$ cat src/rtl/fifo_collect_if.sv
// Bundles the serial-in / batch-out handshake of fifo_collect.
interface fifo_collect_if #(
  parameter int unsigned BITS  = 64,
  parameter int unsigned DEPTH = 8
);
  localparam int unsigned CW = $clog2(DEPTH + 1);

  logic            clr;
  logic            in_valid;
  logic            in_ready;
  logic [BITS-1:0] d;
  logic            in_last;
  logic            out_valid;
  logic            out_ready;
  logic [BITS-1:0] out_array [DEPTH-1:0];
  logic [CW-1:0]   count;

  // Producer/consumer side
  modport master (
    output clr, in_valid, d, in_last, out_ready,
    input  in_ready, out_valid, out_array, count
  );

  // Collector side
  modport slave (
    input  clr, in_valid, d, in_last, out_ready,
    output in_ready, out_valid, out_array, count
  );
endinterface

$ cat src/rtl/fifo_collect.sv
// Collects serial entries into a DEPTH-wide parallel batch; short batches
// (closed by in_last) are zero-padded before being presented.
module fifo_collect #(
  parameter int unsigned BITS  = 64,
  parameter int unsigned DEPTH = 8
) (
  input logic          clk,
  input logic          rst,
  fifo_collect_if.slave fc
);

  localparam int unsigned   CW       = $clog2(DEPTH + 1);
  localparam logic [CW-1:0] CNT_FULL = CW'(DEPTH);
  localparam logic [CW-1:0] CNT_ONE  = CW'(1);

  typedef enum logic [1:0] {FILL, PAD, FULL} state_t;

  state_t          state;
  logic [CW-1:0]   cnt;
  logic            out_valid_q;
  logic [BITS-1:0] regs [DEPTH-1:0];

  logic            in_ready_c;
  logic            shift_c;
  logic [BITS-1:0] shift_d_c;
  logic [CW-1:0]   cnt_inc_c;

  // In FULL the batch slot frees up in the same cycle the consumer takes it
  assign in_ready_c = (state == FILL) || ((state == FULL) && fc.out_ready);
  assign cnt_inc_c  = cnt + CNT_ONE;

  // Shift enable and the value entering the top of the shift register
  always_comb begin
    shift_c   = 1'b0;
    shift_d_c = '0;
    case (state)
      FILL: begin
        shift_c   = fc.in_valid;
        shift_d_c = fc.d;
      end
      PAD: begin
        shift_c   = 1'b1;
        shift_d_c = '0;
      end
      FULL: begin
        shift_c   = fc.in_valid && fc.out_ready;
        shift_d_c = fc.d;
      end
      default: begin
        shift_c   = 1'b0;
        shift_d_c = '0;
      end
    endcase
  end

  // Entry shift register: new entries enter at the top and move down
  always_ff @(posedge clk or posedge rst) begin
    if (rst) begin
      for (int i = 0; i < int'(DEPTH); i++) regs[i] <= '0;
    end else if (fc.clr) begin
      for (int i = 0; i < int'(DEPTH); i++) regs[i] <= '0;
    end else if (shift_c) begin
      for (int i = 0; i < int'(DEPTH) - 1; i++) regs[i] <= regs[i+1];
      regs[DEPTH-1] <= shift_d_c;
    end
  end

  // Batch state machine with occupancy count and registered out_valid
  always_ff @(posedge clk or posedge rst) begin
    if (rst) begin
      state       <= FILL;
      cnt         <= '0;
      out_valid_q <= 1'b0;
    end else if (fc.clr) begin
      state       <= FILL;
      cnt         <= '0;
      out_valid_q <= 1'b0;
    end else begin
      case (state)
        FILL: begin
          if (fc.in_valid) begin
            cnt <= cnt_inc_c;
            if (cnt_inc_c == CNT_FULL) begin
              state       <= FULL;
              out_valid_q <= 1'b1;
            end else if (fc.in_last) begin
              state <= PAD;
            end
          end
        end
        PAD: begin
          cnt <= cnt_inc_c;
          if (cnt_inc_c == CNT_FULL) begin
            state       <= FULL;
            out_valid_q <= 1'b1;
          end
        end
        FULL: begin
          if (fc.out_ready) begin
            out_valid_q <= 1'b0;
            if (fc.in_valid) begin
              cnt   <= CNT_ONE;
              state <= fc.in_last ? PAD : FILL;
            end else begin
              cnt   <= '0;
              state <= FILL;
            end
          end
        end
        default: begin
          state       <= FILL;
          cnt         <= '0;
          out_valid_q <= 1'b0;
        end
      endcase
    end
  end

  // Parallel batch view of the shift register
  always_comb begin
    for (int i = 0; i < int'(DEPTH); i++) fc.out_array[i] = regs[i];
  end

  assign fc.in_ready  = in_ready_c;
  assign fc.out_valid = out_valid_q;
  assign fc.count     = cnt;

endmodule
$ cat src/flat_wrapper.sv
// flat-port wrapper written by rule: the top's interface ports become plain ports
module fifo_collect_flat 
#(
  parameter int unsigned BITS  = 64,
  parameter int unsigned DEPTH = 8
)
  (clk, rst, fc_clr, fc_in_valid, fc_d, fc_in_last, fc_out_ready, fc_in_ready, fc_out_valid, fc_out_array, fc_count);
  fifo_collect_if #(.BITS(BITS), .DEPTH(DEPTH)) fc_i ();
  input logic clk;
  input logic rst;
  input wire logic [$bits(fc_i.clr)-1:0] fc_clr;
  input wire logic [$bits(fc_i.in_valid)-1:0] fc_in_valid;
  input wire logic [$bits(fc_i.d)-1:0] fc_d;
  input wire logic [$bits(fc_i.in_last)-1:0] fc_in_last;
  input wire logic [$bits(fc_i.out_ready)-1:0] fc_out_ready;
  output wire logic [$bits(fc_i.in_ready)-1:0] fc_in_ready;
  output wire logic [$bits(fc_i.out_valid)-1:0] fc_out_valid;
  output wire logic [$bits(fc_i.out_array)-1:0] fc_out_array;
  output wire logic [$bits(fc_i.count)-1:0] fc_count;
  assign fc_i.clr = fc_clr;
  assign fc_i.in_valid = fc_in_valid;
  assign fc_i.d = fc_d;
  assign fc_i.in_last = fc_in_last;
  assign fc_i.out_ready = fc_out_ready;
  assign fc_in_ready = fc_i.in_ready;
  assign fc_out_valid = fc_i.out_valid;
  assign fc_out_array = {>>{fc_i.out_array}};
  assign fc_count = fc_i.count;
  fifo_collect #(.BITS(BITS), .DEPTH(DEPTH)) u_core (.clk(clk), .rst(rst), .fc(fc_i));
endmodule
$ cat config.mk
export PLATFORM = sky130hd
export DESIGN_NAME = fifo_collect_flat
export DESIGN_NICKNAME = d
export VERILOG_FILES = /design/src/rtl/fifo_collect_if.sv /design/src/rtl/fifo_collect.sv /design/src/flat_wrapper.sv
export SDC_FILE = /design/constraint.sdc
export NUM_CORES = 1
export LEC_CHECK = 0
export CORE_AREA = 2 2 230 232
export DETAILED_ROUTE_END_ITERATION = 6
export DIE_AREA = 0 0 232 234
export GPL_TIMING_DRIVEN = 0
export HOLD_SLACK_MARGIN = 0.15
export PLACE_DENSITY = 0.72
export RECOVER_POWER = 50
export SLEW_MARGIN = 20
export SYNTH_ARGS = -nofsm -noshare
export SYNTH_HDL_FRONTEND = slang
export SYNTH_SLANG_ARGS = --single-unit
$ cat constraint.sdc
create_clock -name clk -period 19.4 [get_ports clk]
set_clock_uncertainty 0.2 [all_clocks]
set_input_delay 1.94 -clock clk [delete_from_list [all_inputs] [get_ports clk]]
set_output_delay 1.94 -clock clk [all_outputs]
set_load 0.01 [all_outputs]
Word level (Yosys, flattened, before mapping) --
Cells that the tools add are included.
Storage, ports and cells: flip-flop bits (word level) 519, bits in latches 0, RAM bits 0, memory bits (read-only) 0, input bits 70, output and inout port bits 518, logic and storage cells 50, memories kept 0
Cells by class: $add $sub $neg 1, multipliers 0, divide/modulo/power cells 0, $lt $le $gt $ge 0, eq/ne operators 7, shift-type cells 0, muxes and demuxes 23, bitwise logic cells 0, reduce and logical (&&, ||, !) cells 8
Operators by type and width (count):
- $mux 512 | 2
- $mux 64 | 1
- $mux 2 | 7
- $mux 4 | 3
- $pmux 4 s3 | 1
- $mux 1 | 6
- $ne 3x3->1 const B | 2
- $pmux 1 s3 | 2
- $pmux 2 s3 | 1
- $add 4x1->4 const B | 1
- $eq 4x4->1 const B | 1
- $ne 4x4->1 const B | 1
- $reduce_and 4->1 | 1
- $ne 3x2->1 const B | 1
- $eq 2x1->1 const B | 1
- $eq 2x2->1 const B | 1
- $logic_and 1x1->1 | 2
- $logic_not 2->1 | 1
- $reduce_and 2->1 | 1
- $reduce_bool 2->1 | 1
- $reduce_or 2->1 | 1
- $logic_or 1x1->1 | 1

Depth between registers and ports, before layout --
Gate-level depths: netlist of the first run.
depth after elaboration 6, mapped depth 7

Worst setup path after synthesis of the first run --
No wires, ideal clock.
path type input port to output port, start point input port fc_out_ready, end point output port fc_in_ready, arrival time 2184 ps, path slack 15076 ps, stages 2, path buffers 0, path through nor2b_1 nor2_1
On the way: cells in the longest elaborated chain, start to end 2
RTL lines:
- start, declared | RTL line flat_wrapper.sv:15 | input wire logic [$bits(fc_i.out_ready)-1:0] fc_out_ready;
- $logic_and 1x1->1 | RTL line fifo_collect.sv:29 | assign in_ready_c = (state == FILL) || ((state == FULL) && fc.out_ready);
- $logic_or 1x1->1 | RTL line fifo_collect.sv:29
- end, declared | RTL line flat_wrapper.sv:16 | output wire logic [$bits(fc_i.in_ready)-1:0] fc_in_ready;
No other way between the ends.

==> impl_metrics.json, run 1 <==
{
  "ff2ff_setup_slack_ps": 15900,
  "postSynth.topFlopCell": "dfrtp_1",
  "finalHoldViolations": 0,
  "clock_power_share": 0.439,
  "synth_largest_area_cell": "dfrtp_1",
  "ys_seq_elements": 519,
  "synthesis.area_sq_mm": 0.0224,
  "final_nets": 2572,
  "first_global_vias": 18600,
  "switching_share": 0.252,
  "core_sq_mm": 0.0520,
  "die_boundary_width_um": 232,
  "sequential_to_total_area_share_from_yosys_stat": 0.579,
  "max_slew.worst_pin.slew_ps": 5730,
  "power_frac_comb": 0.103,
  "cts_max_level": 2,
  "crit_fanout": 99,
  "worst_path_largest_cell_delay_ps": 3800,
  "layout-area-overhead-vs-synth_pct": 38.5,
  "clock_sink_count": 519,
  "hold_depth": 1,
  "type_of_the_worst_min_delay_path": "reg2reg",
  "routed_via_density": 5.56,
  "gpl.final_weighted_congestion": 0.906,
  "die_area_sq_mm": 0.0543,
  "worstReg2RegStart": "u_core.state[0]",
  "place_hpwl_um": 61000,
  "worstHoldStart": "u_core.fc.out_array[421]",
  "netlist_instances": 1851,
  "post_synth_num_cell_types": 33,
  "placed_cell_area_sq_mm": 0.0293,
  "cap_violations": 4,
  "synth-edff-count": 0,
  "place_inst": 3131,
  "synth_commonest_cells": "dfrtp_1 (519), nor3b_1 (385), a31o_2 (288), buf_2 (102), a31o_1 (96)",
  "p_switching_mw": 0.626,
  "layout.cells.non_filler": 3232,
  "drv_slew": 317,
  "grt_setup_unrepaired": "false",
  "yosysTopAreaCellShare": 0.579,
  "first_pass_iters": 5,
  "share_of_post_route_cells_with_drive_strength_above_1": 0.186,
  "antenna_violations_before_repair": 4,
  "worst_ep_required_time_ps": 19030,
  "cpLargestDelayFamily": "buffers and inverters",
  "setup_viol": 0,
  "synth_nets": 1922,
  "synth_area_per_cell_sq_um": 12.1,
  "max_clock_freq_mhz": 92.9,
  "global_route.usage.total": 0.281,
  "sequentialPowerShare": 0.458,
  "boundaryPins": 588,
  "timing.critical_path.buf_inv": 4,
  "detail_route.iter0.violations": 940,
  "cts-resized-gates": 0,
  "critical_path.reg2reg.endpoint": "u_core.fc.out_array[116]",
  "power.ir.vdd_worst_mv": 0.0618,
  "post-synth-top-count-cell": "dfrtp_1",
  "r2r.worst_path.cells": 6,
  "buffer_ports.inserted": 587,
  "failed_checks": "capacitance limit, slew limit",
  "postSynth.asyncResetShare": 1.00,
  "cp_slowest_cell": "clkbuf_1",
  "finish.instance_area_sq_mm": 0.0311,
  "tritoncts": "done",
  "endpoint_kind": "asynchronous set/reset pin",
  "grt_overflow": 0,
  "slew_headroom": -2.82,
  "crit_path_start_kind": "primary input",
  "worstSetupPathType": "in2async",
  "finalCritPeriodShare": 0.555,
  "maximum_buffer_depth_of_the_clock_tree": 3,
  "netlist_top_cells_area": "dfrtp_1 (58%), nor3b_1 (13%), a31o_2 (11%)",
  "placement_rows": 84,
  "initial_core_utilization": 0.431,
  "whs_endpoint": "u_core.fc.out_array[421]",
  "grt_pass1_wl_um": 115000,
  "outcome": "finished with violations",
  "path_common_cell": "clkbuf_1",
  "dieHeight_um": 234,
  "power_leakage_nw": 14.3,
  "remaining_drc_errors": 0,
  "power_density_mw_per_mm2": 79.9,
  "setup_buffers_after_cts": 0,
  "pin_count_of_the_biggest_net_entering_global_routing": 110,
  "cts_root_buffer": "clkbuf_16",
  "yosys_warnings": 0,
  "drt_wl_total_um": 78000,
  "clk-insertion-delay-late_ps": 600,
  "cts_made_buffers": 56,
  "clock_input_transition_at_the_sequential_cells_of_the_worst_setup_and_hold_paths_ps": 60,
  "fin_crit_ps": 10760,
  "cp_data_arrival_time_ps": 10400,
  "fill_cells": 4415,
  "detailroute.via_count": 18000,
  "power.internal_mw": 1.86,
  "antenna_violating_nets_post_route": 0,
  "wl_per_cell_um": 24.1,
  "holdBufCountCts": 0,
  "cp_cell_sequence": "dlygate4sd3_1 -> clkinvlp_2 -> clkbuf_1 -> clkbuf_1"
}
-- per-stage QoR --
| stage | hold WS, ps | util | worst slack, ps | power [mW] | TNS [ps] |
|---|---|---|---|---|---|
| 2_1_floorplan | 336 | - | 2760 | 1.28 | 0 |
| 3_5_place_dp | 307 | 0.563 | 13860 | 1.42 | 0 |
| 3_3_place_gp | 298 | 0.561 | -2990 | 1.41 | -1505180 |
| 5_1_grt | 345 | 0.597 | 7070 | 2.56 | 0 |
| 4_1_cts | 321 | 0.599 | 13860 | 2.51 | 0 |
| 6_report | 316 | 0.597 | 8640 | 2.48 | 0 |
-- area by class of cell --
class                      instances  area, sq um  area share
timing repair buffer             592         5940       0.191
multi-input combinational       1060         8250       0.266
clock inverter                    24          310     0.00999
antenna                            1         2.50   0.0000806
tap                              688          861      0.0277
sequential                       519        13000       0.418
buffer                           206          907      0.0292
inverter                          66          249     0.00802
clock buffer                      76         1560      0.0501
-- cells by family after synthesis --
family	synth area share
and+or+nand+nor	0.162
buffers and inverters	0.0529
DFF	0.579
adders and majority gates	0.000558
AOI/OAI and AO/OA	0.175
muxes	0.0295
xor gates and xnor gates	0.000781
-- power by group through the flow --
stage	Sequential, mW	Clock, mW	Combinational (mW)
CTS	1.14	1.11	0.264
detailed placement	1.15	0	0.263
global placement	1.16	0	0.254
global route	1.14	1.15	0.277
floorplan	1.16	0	0.122
finish	1.14	1.09	0.256
-- flip-flops by register name, indices dropped and copies added, names as in the netlist --
signal               flops
u_core.fc.out_valid      1
u_core.fc.count          4
u_core.state             2
u_core.fc.out_array    512
-- worst max-delay path by stage --
| stage | startpoint | endpoint | slack [ps] | cells past startpoint |
|---|---|---|---|---|
| floorplan | rst | u_core.fc.count[0] | 2760 | 1 |
| global placement | rst | u_core.fc.out_array[454] | -2990 | 2 |
| detailed placement | fc_out_ready | fc_in_ready | 13860 | 4 |
| CTS | fc_out_ready | fc_in_ready | 13860 | 4 |
| global route | rst | u_core.fc.out_array[256] | 7070 | 4 |
| finish | rst | u_core.fc.out_array[256] | 8640 | 4 |
-- cell usage in the layout, fill, tap and decap left out, types with 3 or more instances in the layout --
cell type	count
a31o_2	288
dfrtp_1	519
nor2_1	6
clkbuf_1	130
and3_1	66
a22o_1	3
dlygate4sd3_1	121
clkinv_2	12
nand2_1	66
a21o_1	64
clkbuf_8	6
clkinvlp_4	3
clkdlybuf4s50_1	466
buf_4	5
nor3b_1	385
mux2i_1	65
inv_1	64
bufinv_16	7
buf_2	86
nor3_1	3
a31o_1	96
clkbuf_16	57
-- layer usage --
layer,track usage,wire [um],up-vias
met5,0,0,-
met4,0.117,3580,0
li1,-,-,8110
met1,0.349,31800,9179
met3,0.0579,4270,157
met2,0.481,38400,539
No activity file was read; power rests on OpenSTA's default activity.
==> run 2: changes to the inputs <==
==> constraint.sdc (replaced) <==
create_clock -name clk -period 10 [get_ports clk]
set_clock_uncertainty 0.2 [all_clocks]
set_input_delay 1 -clock clk [delete_from_list [all_inputs] [get_ports clk]]
set_output_delay 1 -clock clk [all_outputs]
set_load 0.01 [all_outputs]
==> run 2 against run 1 <==
The run still ends with capacitance limit, slew limit left; clock power increased by 95%; worst hold slack barely moved; flip-flop and latch count is the same; critical path depth grew 3; power grew 95%; first-iteration DRC count increased by 5.7%; die area did not move; combinational power grew 95%.
==> impl_metrics.json, run 2 (synthesis results as in run 1) <==
{
  "worst_ep_required_time_ps": 10600,
  "final_cell_mix": "dfrtp_1 (519), clkdlybuf4s50_1 (435), nor3b_1 (385)",
  "finalPower_mw": 4.83,
  "fill_cells": 4311,
  "share_of_post_route_cells_with_drive_strength_above_1": 0.188,
  "power_density_mw_per_mm2": 155,
  "cp_slowest_cell": "clkbuf_1",
  "setup_buffers_after_cts": 0,
  "cp_data_arrival_time_ps": 6390,
  "final_common_cell": "dfrtp_1",
  "first_pass_iters": 5,
  "smallest_setup_slack_after_layout_ps": 4210,
  "final.setup.tns_ps": 0,
  "finish.instance_area_sq_mm": 0.0312,
  "worst_path_largest_cell_delay_ps": 1340,
  "holdBufCountCts": 0,
  "max_clock_freq_mhz": 173,
  "wl_per_cell_um": 24.0,
  "final_nets": 2583,
  "setup_viol": 0,
  "maximum_buffer_depth_of_the_clock_tree": 3,
  "clock_sink_count": 519,
  "clk-insertion-delay-late_ps": 600,
  "grt_setup_unrepaired": "false",
  "outcome": "finished with violations",
  "placement_rows": 84,
  "gpl.final_weighted_congestion": 0.889,
  "antenna_violating_nets_post_route": 0,
  "cap_violations": 6,
  "grt_overflow": 0,
  "drv_slew": 168,
  "global_route.usage.total": 0.282,
  "cts_max_level": 2,
  "core_sq_mm": 0.0520,
  "endpoint_kind": "asynchronous set/reset pin",
  "cts-resized-gates": 0,
  "crit_path_start_kind": "primary input",
  "setup_slack_at_placement_ps": 6110,
  "failed_checks": "capacitance limit, slew limit",
  "dieHeight_um": 234,
  "detail_route.iter0.violations": 994,
  "clock_input_transition_at_the_sequential_cells_of_the_worst_setup_and_hold_paths_ps": 60,
  "slew_headroom": -0.231,
  "power_leakage_nw": 14.5,
  "remaining_drc_errors": 0,
  "boundaryPins": 588,
  "worstSetupPathType": "in2async",
  "finalCritPeriodShare": 0.579,
  "die_area_sq_mm": 0.0543,
  "antenna_violations_before_repair": 1,
  "type_of_the_worst_min_delay_path": "reg2reg",
  "buffer_ports.inserted": 587,
  "cts_made_buffers": 55,
  "finalHoldViolations": 0,
  "tritoncts": "done",
  "timing.critical_path.buf_inv": 7,
  "detailroute.via_count": 18000,
  "grt_pass1_wl_um": 115000,
  "routed_via_density": 5.55,
  "crit_fanout": 35,
  "first_global_vias": 18600,
  "drt_wl_total_um": 77700,
  "cp_cell_sequence": "dlygate4sd3_1 -> clkinvlp_2 -> clkbuf_1 -> clkbuf_1 -> clkbuf_1 -> buf_12 -> buf_12",
  "place_hpwl_um": 62000,
  "die_boundary_width_um": 232,
  "cpLargestDelayFamily": "buffers and inverters",
  "layout-area-overhead-vs-synth_pct": 39.1,
  "largest_register_ffs": 512,
  "path_common_cell": "clkbuf_1",
  "pin_count_of_the_biggest_net_entering_global_routing": 36,
  "placed_cell_area_sq_mm": 0.0295,
  "fin_crit_ps": 5790,
  "power.ir.vdd_worst_mv": 0.124,
  "max_slew.worst_pin.slew_ps": 1850,
  "utilization": 0.600,
  "cts_root_buffer": "clkbuf_16",
  "initial_core_utilization": 0.431
}
==> run 2: cell count changes in the layout (fill, tap and decap cells not counted) <==
cell             delta
bufinv_16           -1
clkinv_4            -1
dlygate4sd3_1      +31
buf_12              +8
clkbuf_8            +6
clkbuf_1            +5
buf_16              -2
clkdlybuf4s50_1    -31
buf_6               -1
clkinvlp_4          -2
==> run 2: worst reg2reg max path, stage by stage, from the launching register on <==
cell and delay (ps):
dfrtp_1 460, nand2b_4 170, a21oi_1 520, clkbuf_1 840, clkbuf_1 550, clkbuf_1 400, nor3b_1 110, a31o_1 200
==> run 2: metal layers <==
| layer | vias to the layer above | global-route usage | share of wire |
|---|---|---|---|
| met5 | - | 0 | 0 |
| li1 | 8146 | - | - |
| met1 | 9104 | 0.347 | 0.40 |
| met2 | 578 | 0.475 | 0.49 |
| met4 | 0 | 0.135 | 0.052 |
| met3 | 175 | 0.0599 | 0.055 |
==> run 2: layout make-up <==
type,instances,area [sq um],area share
well taps,688,861,0.0276
diodes,1,2.50,0.0000802
repair buffers,604,6070,0.194
multi-input cells,1060,8250,0.264
clock inverters,20,256,0.00822
inverters,66,249,0.00798
plain buffers,206,900,0.0288
flip-flops and latches,519,13000,0.416
clock buffers,80,1630,0.0523
==> run 2: worst paths after layout <==
kind                                     startpoint                       end  depth (start not counted)  slack [ps]
max in group clk                       fc_out_ready  u_core.fc.out_array[195]                          8        5910
setup reg to reg                    u_core.state[0]  u_core.fc.out_array[195]                          7        6430
setup / recovery                                rst  u_core.fc.out_array[456]                          7        4210
hold reg to reg            u_core.fc.out_array[404]  u_core.fc.out_array[404]                          1         320
hold / removal             u_core.fc.out_array[404]  u_core.fc.out_array[404]                          1         320
min in group asynchronous                       rst   u_core.fc.out_array[34]                          2         850
==> run 2: metrics by stage <==
| step | std cells | hold WS [ps] |
|---|---|---|
| after floorplan | 1851 | 336 |
| after global routing | 3243 | 319 |
| after CTS | 3243 | 315 |
| final | 3244 | 315 |
| after global placement | 3126 | 293 |
| after detailed placement | 3143 | 297 |
==> run 2: where the power goes <==
part | internal (mW) | switching [mW] | leakage [nW] | total, mW
sequential | 2.15 | 0.0531 | 7.17 | 2.20
clock | 1.28 | 0.845 | 0.938 | 2.13
combinational | 0.189 | 0.311 | 6.38 | 0.500
total | 3.62 | 1.21 | 14.5 | 4.83
